## src/rtl/ifm_pad_writer_if.sv

```systemverilog
// Stream input and buffer write-side bundle for ifm_pad_writer.
// The master modport is the pad writer itself; slave is its environment.
interface ifm_pad_writer_if #(
  parameter int ADDR_BIT = 15
);
  logic                s_valid;
  logic                s_ready;
  logic [31:0]         s_data;
  logic                ifm_consumed;
  logic [ADDR_BIT-2:0] bram_addr_write;
  logic                bram_en_write;
  logic [3:0]          in_0;
  logic [3:0]          in_1;
  logic [3:0]          in_2;
  logic [3:0]          in_3;
  logic [3:0]          in_4;
  logic [3:0]          in_5;
  logic [3:0]          in_6;
  logic [3:0]          in_7;
  logic                buf_sel;
  logic                frame_rdy;

  modport master (
    input  s_valid, s_data, ifm_consumed,
    output s_ready, bram_addr_write, bram_en_write,
    output in_0, in_1, in_2, in_3, in_4, in_5, in_6, in_7,
    output buf_sel, frame_rdy
  );

  modport slave (
    output s_valid, s_data, ifm_consumed,
    input  s_ready, bram_addr_write, bram_en_write,
    input  in_0, in_1, in_2, in_3, in_4, in_5, in_6, in_7,
    input  buf_sel, frame_rdy
  );
endinterface

```

## src/rtl/ifm_pad_writer.sv

```systemverilog
// Writes a zero-padded raster frame into the write half of the ping-pong
// IFM buffer and swaps halves once the reader has released the other one.
module ifm_pad_writer #(
  parameter int IMG_W    = 112,
  parameter int IMG_H    = 112,
  parameter int PAD      = 1,
  parameter int ADDR_BIT = 15
) (
  input  logic             clk,
  input  logic             rst_n,
  ifm_pad_writer_if.master bus
);

  localparam int WP = IMG_W + 2 * PAD;
  localparam int HP = IMG_H + 2 * PAD;
  localparam int AW = ADDR_BIT - 1;
  localparam int CW = (WP > 1) ? $clog2(WP) : 1;
  localparam int RW = (HP > 1) ? $clog2(HP) : 1;

  typedef enum logic {
    WRITE,
    WAIT_SWAP
  } state_t;

  state_t        state;
  state_t        state_next;
  logic [RW-1:0] row;
  logic [CW-1:0] col;
  logic [AW-1:0] addr_cnt;
  logic          interior;
  logic          is_last;
  logic          advance;
  logic          swap;
  logic          bank_free;
  logic [AW-1:0] addr_q;
  logic [31:0]   data_q;
  logic          en_q;
  logic          buf_sel_q;
  logic          frame_rdy_q;

  // Border positions advance on their own; interior ones wait for a beat.
  always_comb begin
    interior   = (row >= RW'(PAD)) && (row < RW'(PAD + IMG_H)) &&
                 (col >= CW'(PAD)) && (col < CW'(PAD + IMG_W));
    is_last    = (row == RW'(HP - 1)) && (col == CW'(WP - 1));
    advance    = 1'b0;
    swap       = 1'b0;
    state_next = state;
    case (state)
      WRITE: begin
        advance = !interior || bus.s_valid;
        if (advance && is_last) state_next = WAIT_SWAP;
      end
      WAIT_SWAP: begin
        swap = bank_free || bus.ifm_consumed;
        if (swap) state_next = WRITE;
      end
    endcase
  end

  assign bus.s_ready = (state == WRITE) && interior;

  always_ff @(posedge clk or negedge rst_n) begin
    if (!rst_n) state <= WRITE;
    else        state <= state_next;
  end

  // Linear address tracks r*WP+c incrementally instead of multiplying.
  always_ff @(posedge clk or negedge rst_n) begin
    if (!rst_n) begin
      row      <= '0;
      col      <= '0;
      addr_cnt <= '0;
    end else if (advance) begin
      if (is_last) begin
        row      <= '0;
        col      <= '0;
        addr_cnt <= '0;
      end else begin
        addr_cnt <= addr_cnt + AW'(1);
        if (col == CW'(WP - 1)) begin
          col <= '0;
          row <= row + RW'(1);
        end else begin
          col <= col + CW'(1);
        end
      end
    end
  end

  always_ff @(posedge clk or negedge rst_n) begin
    if (!rst_n) begin
      en_q   <= 1'b0;
      addr_q <= '0;
      data_q <= '0;
    end else begin
      en_q <= advance;
      if (advance) begin
        addr_q <= addr_cnt;
        data_q <= interior ? bus.s_data : 32'd0;
      end
    end
  end

  // A consume pulse coinciding with a swap leaves the bank marked free.
  always_ff @(posedge clk or negedge rst_n) begin
    if (!rst_n) begin
      bank_free   <= 1'b1;
      buf_sel_q   <= 1'b0;
      frame_rdy_q <= 1'b0;
    end else begin
      bank_free   <= bus.ifm_consumed || (bank_free && !swap);
      buf_sel_q   <= buf_sel_q ^ swap;
      frame_rdy_q <= swap;
    end
  end

  assign bus.bram_en_write   = en_q;
  assign bus.bram_addr_write = addr_q;
  assign bus.buf_sel         = buf_sel_q;
  assign bus.frame_rdy       = frame_rdy_q;
  assign bus.in_0            = data_q[3:0];
  assign bus.in_1            = data_q[7:4];
  assign bus.in_2            = data_q[11:8];
  assign bus.in_3            = data_q[15:12];
  assign bus.in_4            = data_q[19:16];
  assign bus.in_5            = data_q[23:20];
  assign bus.in_6            = data_q[27:24];
  assign bus.in_7            = data_q[31:28];

endmodule
```

## src/flat_wrapper.sv

```systemverilog
// flat-port wrapper written by rule: the top's interface ports become plain ports
module ifm_pad_writer_flat 
#(
  parameter int IMG_W    = 112,
  parameter int IMG_H    = 112,
  parameter int PAD      = 1,
  parameter int ADDR_BIT = 15
)
  (clk, rst_n, bus_s_valid, bus_s_data, bus_ifm_consumed, bus_s_ready, bus_bram_addr_write, bus_bram_en_write, bus_in_0, bus_in_1, bus_in_2, bus_in_3, bus_in_4, bus_in_5, bus_in_6, bus_in_7, bus_buf_sel, bus_frame_rdy);
  ifm_pad_writer_if #(.ADDR_BIT(ADDR_BIT)) bus_i ();
  input  logic clk;
  input  logic rst_n;
  input wire logic [$bits(bus_i.s_valid)-1:0] bus_s_valid;
  input wire logic [$bits(bus_i.s_data)-1:0] bus_s_data;
  input wire logic [$bits(bus_i.ifm_consumed)-1:0] bus_ifm_consumed;
  output wire logic [$bits(bus_i.s_ready)-1:0] bus_s_ready;
  output wire logic [$bits(bus_i.bram_addr_write)-1:0] bus_bram_addr_write;
  output wire logic [$bits(bus_i.bram_en_write)-1:0] bus_bram_en_write;
  output wire logic [$bits(bus_i.in_0)-1:0] bus_in_0;
  output wire logic [$bits(bus_i.in_1)-1:0] bus_in_1;
  output wire logic [$bits(bus_i.in_2)-1:0] bus_in_2;
  output wire logic [$bits(bus_i.in_3)-1:0] bus_in_3;
  output wire logic [$bits(bus_i.in_4)-1:0] bus_in_4;
  output wire logic [$bits(bus_i.in_5)-1:0] bus_in_5;
  output wire logic [$bits(bus_i.in_6)-1:0] bus_in_6;
  output wire logic [$bits(bus_i.in_7)-1:0] bus_in_7;
  output wire logic [$bits(bus_i.buf_sel)-1:0] bus_buf_sel;
  output wire logic [$bits(bus_i.frame_rdy)-1:0] bus_frame_rdy;
  assign bus_i.s_valid = bus_s_valid;
  assign bus_i.s_data = bus_s_data;
  assign bus_i.ifm_consumed = bus_ifm_consumed;
  assign bus_s_ready = bus_i.s_ready;
  assign bus_bram_addr_write = bus_i.bram_addr_write;
  assign bus_bram_en_write = bus_i.bram_en_write;
  assign bus_in_0 = bus_i.in_0;
  assign bus_in_1 = bus_i.in_1;
  assign bus_in_2 = bus_i.in_2;
  assign bus_in_3 = bus_i.in_3;
  assign bus_in_4 = bus_i.in_4;
  assign bus_in_5 = bus_i.in_5;
  assign bus_in_6 = bus_i.in_6;
  assign bus_in_7 = bus_i.in_7;
  assign bus_buf_sel = bus_i.buf_sel;
  assign bus_frame_rdy = bus_i.frame_rdy;
  ifm_pad_writer #(.IMG_W(IMG_W), .IMG_H(IMG_H), .PAD(PAD), .ADDR_BIT(ADDR_BIT)) u_core (.clk(clk), .rst_n(rst_n), .bus(bus_i));
endmodule
```

## config.mk

```make
export PLATFORM = sky130hd
export DESIGN_NAME = ifm_pad_writer_flat
export DESIGN_NICKNAME = d
export VERILOG_FILES = /design/src/rtl/ifm_pad_writer_if.sv /design/src/rtl/ifm_pad_writer.sv /design/src/flat_wrapper.sv
export SDC_FILE = /design/constraint.sdc
export NUM_CORES = 1
export LEC_CHECK = 0
export CAP_MARGIN = 10
export CORE_MARGIN = 2
export CORE_UTILIZATION = 47
export CTS_BUF_LIST = sky130_fd_sc_hd__clkbuf_4
export DETAILED_ROUTE_END_ITERATION = 8
export PLACE_DENSITY = 0.77
export SYNTH_ARGS = -nofsm -noshare
export SYNTH_HDL_FRONTEND = slang
export SYNTH_SLANG_ARGS = --single-unit
```

## constraint.sdc

```tcl
create_clock -name clk -period 5.45 [get_ports clk]
set_clock_uncertainty 0.1 [all_clocks]
set_input_delay 0.8175 -clock clk [delete_from_list [all_inputs] [get_ports clk]]
set_output_delay 0.8175 -clock clk [all_outputs]
set_load 0.1 [all_outputs]
```

==> results of run 1 <==
## Yosys cell counts (all sizes together)
library cell / instances
or3b: 2
nand3: 16
or2: 1
inv: 9
nand4: 5
dfrtp: 78
and3: 4
a32o: 1
nor2b: 2
o21ai: 20
nand4b: 1
o311ai: 1
nand2: 56
nor4: 5
buf: 14
ha: 5
xor2: 2
a21o: 2
dfstp: 1
and2: 2
nand2b: 1
xnor2: 1
o31ai: 17
clkbuf: 4
a21oi: 5
a22o: 33
a31oi: 3
nor2: 14
o21a: 1
or4: 3
nor3: 2
o41ai: 3
or3: 1
mux2i: 2
## metrics by stage
step	hold slack, ns	cells	setup WS, ns	area [sq um]
after global placement	0.3569	482	2.053	4282
after CTS	0.3844	497	1.531	4436
after detailed placement	0.3618	482	2.040	4282
after floorplan	0.3445	317	1.485	3382
after global routing	0.4090	497	1.402	4436
final	0.3773	497	1.588	4436
## path summary, 6_finish.rpt
check,to,slack (ns),cells after the start,start
worst max-delay path,bus_s_ready,1.59,6,u_core.col[1]
worst min-delay path,u_core.bus.buf_sel,0.38,1,u_core.bus.buf_sel
worst max register to register,u_core.addr_cnt[11],2.69,8,u_core.col[1]
worst min register to register,u_core.bus.buf_sel,0.38,1,u_core.bus.buf_sel
max in group asynchronous,u_core.col[0],4.17,1,rst_n
min in group asynchronous,u_core.bus.bram_addr_write[7],0.43,1,rst_n
## cell type report
type | count | share of cell area
multi-input combinational | 211 | 0.2894
sequential | 79 | 0.4460
inverter | 9 | 0.008181
timing repair buffer | 87 | 0.1946
clock inverter | 6 | 0.01946
tap | 96 | 0.02708
clock buffer | 9 | 0.01523
## state kept, by name, summed over array words and instances, names as in the netlist
| name | count |
|---|---|
| u_core.data_q | 32 |
| u_core.state | 1 |
| u_core.col | 7 |
| u_core.bus.bram_en_write | 1 |
| u_core.bus.bram_addr_write | 14 |
| u_core.addr_cnt | 14 |
| u_core.bus.frame_rdy | 1 |
| u_core.bus.buf_sel | 1 |
| u_core.bank_free | 1 |
| u_core.row | 7 |
## per-layer routing
| metal | global-route usage | vias up |
|---|---|---|
| met1 | 0.2537 | 1367 |
| met3 | 0.03825 | 10 |
| met2 | 0.3358 | 61 |
| li1 | - | 1311 |
| met4 | 0.09642 | 0 |
| met5 | 0 | - |
## cells by family (layout without fill, tap and decap cells)
| kind of cell | count (synthesis) | count (layout) | synth area share |
|---|---|---|---|
| and+or+nand+nor | 115 | 115 | 0.1576 |
| AOI/OAI and AO/OA | 86 | 86 | 0.1857 |
| adders and majority gates | 5 | 5 | 0.01850 |
| DFF | 79 | 79 | 0.5849 |
| xor gates and xnor gates | 3 | 3 | 0.007771 |
| muxes | 2 | 2 | 0.005920 |
| buffers and inverters | 27 | 111 | 0.03959 |
## power by group
part	total [uW]	switching [uW]	internal (uW)
combinational	621	446	175
sequential	777	101	676
clock	383	200	183
==> impl_metrics.ini, run 1 <==
[floorplan]
fp.dieW_um = 88.83
num_rows = 30
ioPinCount = 86
start_util = 0.4923
die_area_sq_um = 7890
core_area_sq_um = 6869
fp.dieH_um = 88.83

[sta]
setup_violations = 0
worst_pin_slew_ns = 1.134
slew_headroom = 0.2441
drv_slew = 0
period_share = 0.7086
tns_ns = 0
fin_crit_ns = 3.862
max_freq_mhz = 258.9
finalHoldViolations = 0
rsz0062_at_grt = no

[power_and_ir_drop]
powerDensity_nw_per_um2 = 401.6
leakagePower_uw = 0.001969
finalPower_uw = 1781
peakVddDrop_uv = 239.6

[finish]
nets = 438
multi_input_area_sq_um = 1284
seqCellArea_sq_um = 1978
final_cell_mix = clkdlybuf4s50_1, dfrtp_1, nand2_1, a22o_1, o21ai_0
layout-drive-gt1-share = 0.05985
layout_commonest_cell = clkdlybuf4s50_1
antennaDiodeCount = 0
utilization = 0.6457
synthToLayoutAreaGrowth_pct = 31.15
fillers = 559

[clock_network]
clock_latency_ns = 0.42
h-tree-depth = 3
cts.sinks = 79
cts-root-buf = clkbuf_4
cts-resized-gates = 0
cts_hold_buf = 0
cts_setup_buffers = 0
clk_pin_slew_ns = 0.12
cts_made_buffers = 9
cts_tree = built
clock_path_buffers = 2

[synth]
ys_types = 37
yosysTopAreaCellShare = 0.5771
synth_cells = 317
netlist_area_sq_um = 3382
yosys-top-cells-area = dfrtp_1, a22o_1, nand2_1, o31ai_1, o21ai_0
ys_seq_area_frac = 0.5849
ys_seq_elements = 79
synth_warnings = 0
avgSynthCellArea_sq_um = 10.67
syn_nets = 358
yosys.area.top_type = dfrtp_1

[run_status]
status = completed

[global_routing]
grt_pass1_wl_mm = 12.48
first_global_vias = 2784
grt_overflow_total = 0
grt_max_degree = 80
antenna_found_initial = 0
grt.total_usage = 0.2017

[setup_path]
worstSetupPathType = reg2out
crit_chain = inv_1, ha_1, or4_1, mux2i_1, nor3_1, clkdlybuf4s50_1
critPathBufInv = 2
cpMaxStageDelayCell = clkdlybuf4s50_1
end_kind = primary output
slowest_delay_ns = 0.99
cp_top_family = buffers and inverters
cp.arrival_ns = 2.94
cp_max_fo = 5
cp.required_ns = 4.53
cp-start-kind = register

[routing]
wl_per_cell_um = 14.94
wl_met1_mm = 3.261
drtIter0Drc = 127
highest_layer = met4
dr_total_vias = 2749
wl_mm = 7.427
via_per_inst = 5.531
drt_first_pass_iters = 5
drc = 0
dr_wl_met2_mm = 3.740
antenna_left = 0
wl_met3_um = 292

[place]
numPortBuffers = 85
gp_congestion = 0.8103
dp_hpwl_mm = 4.862

[min_path]
min_path_type = reg2reg

[flow_run]
drv_cap = 0
No activity file was read; power rests on OpenSTA's default activity.
==> run 2: changes to the inputs <==
Settings changed: CORE_UTILIZATION 47 to 46, PLACE_DENSITY 0.77 to 0.79.
Clock period 5.45 ns to 3.3 ns, I/O delays scaled along.
==> impl_metrics.ini, run 2 (synthesis results as in run 1) <==
[place]
gp_congestion = 0.7990
dpl_cell_area_sq_um = 4218
numPortBuffers = 85
dp_hpwl_mm = 5.092

[finish]
final_cell_mix = dfrtp_1, nand2_1, clkdlybuf4s50_1, buf_4, a22o_1
layout_commonest_cell = dfrtp_1
nets = 439
layout-drive-gt1-share = 0.1588
antennaDiodeCount = 0
largest_reg_flops = 32
finalInstanceArea_sq_um = 4388
regMostFlops = u_core.data_q
synthToLayoutAreaGrowth_pct = 29.74

[clock_network]
cts-root-buf = clkbuf_4
h-tree-depth = 3
cts_tree = built
cts_made_buffers = 9
cts_setup_buffers = 0
clk_pin_slew_ns = 0.13
clock_path_buffers = 2
cts-resized-gates = 0
clock_latency_ns = 0.42
cts.sinks = 79
cts_hold_buf = 0

[routing]
drt_first_pass_iters = 7
wl_mm = 7.654
antenna_left = 0
via_per_inst = 5.438
drtIter0Drc = 179
dr_total_vias = 2730
wl_per_cell_um = 15.25
drc = 0

[sta]
worst_pin_slew_ns = 1.181
slew_headroom = 0.2128
fin_crit_ns = 2.806
setup_violations = 0
finalHoldViolations = 0
max_freq_mhz = 356.4
tns_ns = 0
drv_slew = 0
period_share = 0.8503
rsz0062_at_grt = no

[min_path]
min_path_type = in2async

[setup_path]
worstSetupPathType = reg2out
end_kind = primary output
cp-start-kind = register
cp.required_ns = 2.70
cp_max_fo = 6
cp.arrival_ns = 2.21

[floorplan]
die_area_sq_um = 8054
fp.dieW_um = 89.75
num_rows = 31
core_area_sq_um = 7176
start_util = 0.4713
ioPinCount = 86
fp.dieH_um = 89.75

[global_routing]
antenna_found_initial = 0
grt_pass1_wl_mm = 13.26
grt_max_degree = 80
grt.total_usage = 0.2003
grt_overflow_total = 0
first_global_vias = 2736

[power_and_ir_drop]
leakagePower_uw = 0.002061
peakVddDrop_uv = 299.3
powerDensity_nw_per_um2 = 679.2

[run_status]
status = completed

[flow_run]
drv_cap = 0
-- run 2: worst paths after layout --
| path | cells past startpoint | start | slack [ns] | end |
|---|---|---|---|---|
| hold / removal | 1 | rst_n | 0.11 | u_core.bus.bram_addr_write[7] |
| min in group clk | 2 | u_core.bus.bram_addr_write[3] | 0.39 | u_core.bus.bram_addr_write[3] |
| setup / recovery | 5 | u_core.row[0] | 0.49 | bus_s_ready |
| setup reg to reg | 6 | u_core.row[0] | 0.64 | u_core.data_q[31] |
| max in group asynchronous | 1 | rst_n | 2.36 | u_core.data_q[28] |
| hold reg to reg | 2 | u_core.bus.bram_addr_write[3] | 0.39 | u_core.bus.bram_addr_write[3] |
-- run 2: where the power goes --
part	internal [uW]	switching [uW]
Sequential	1120	167
Clock	318	354
Combinational	283	741
-- run 2: final cells by class --
class | instances | area (sq um)
fillers | 624 | 2788
flip-flops and latches | 79 | 1978
multi-input cells | 211 | 1289
repair buffers | 88 | 790.8
well taps | 99 | 123.9
clock inverters | 7 | 102.6
clock buffers | 9 | 67.56
inverters | 9 | 36.28
-- run 2: per-layer routing --
metal,track usage,vias up,part of all wire
met5,0,-,0
met4,0.07308,0,0.019
met3,0.04862,12,0.045
met2,0.3144,72,0.50
met1,0.2737,1339,0.44
li1,-,1307,-
-- run 2: per-stage QoR --
step	util	cells	total power (uW)	hold WS, ns	worst slack (ns)
global route	0.6115	502	3152	0.1675	0.3288
global placement	0.5878	486	2300	0.3584	0.7494
CTS	0.6115	502	3007	0.1367	0.4743
finish	0.6115	502	2980	0.1130	0.4940
detailed placement	0.5878	486	2335	0.3614	0.6185
floorplan	-	317	2041	0.09941	0.2609
-- run 2: worst max-delay path: stages, from the launching register on --
cell and delay (ns):
dfrtp_1 0.46, ha_1 0.23, or4_1 0.40, mux2i_1 0.37, nor3_2 0.09, buf_4 0.25
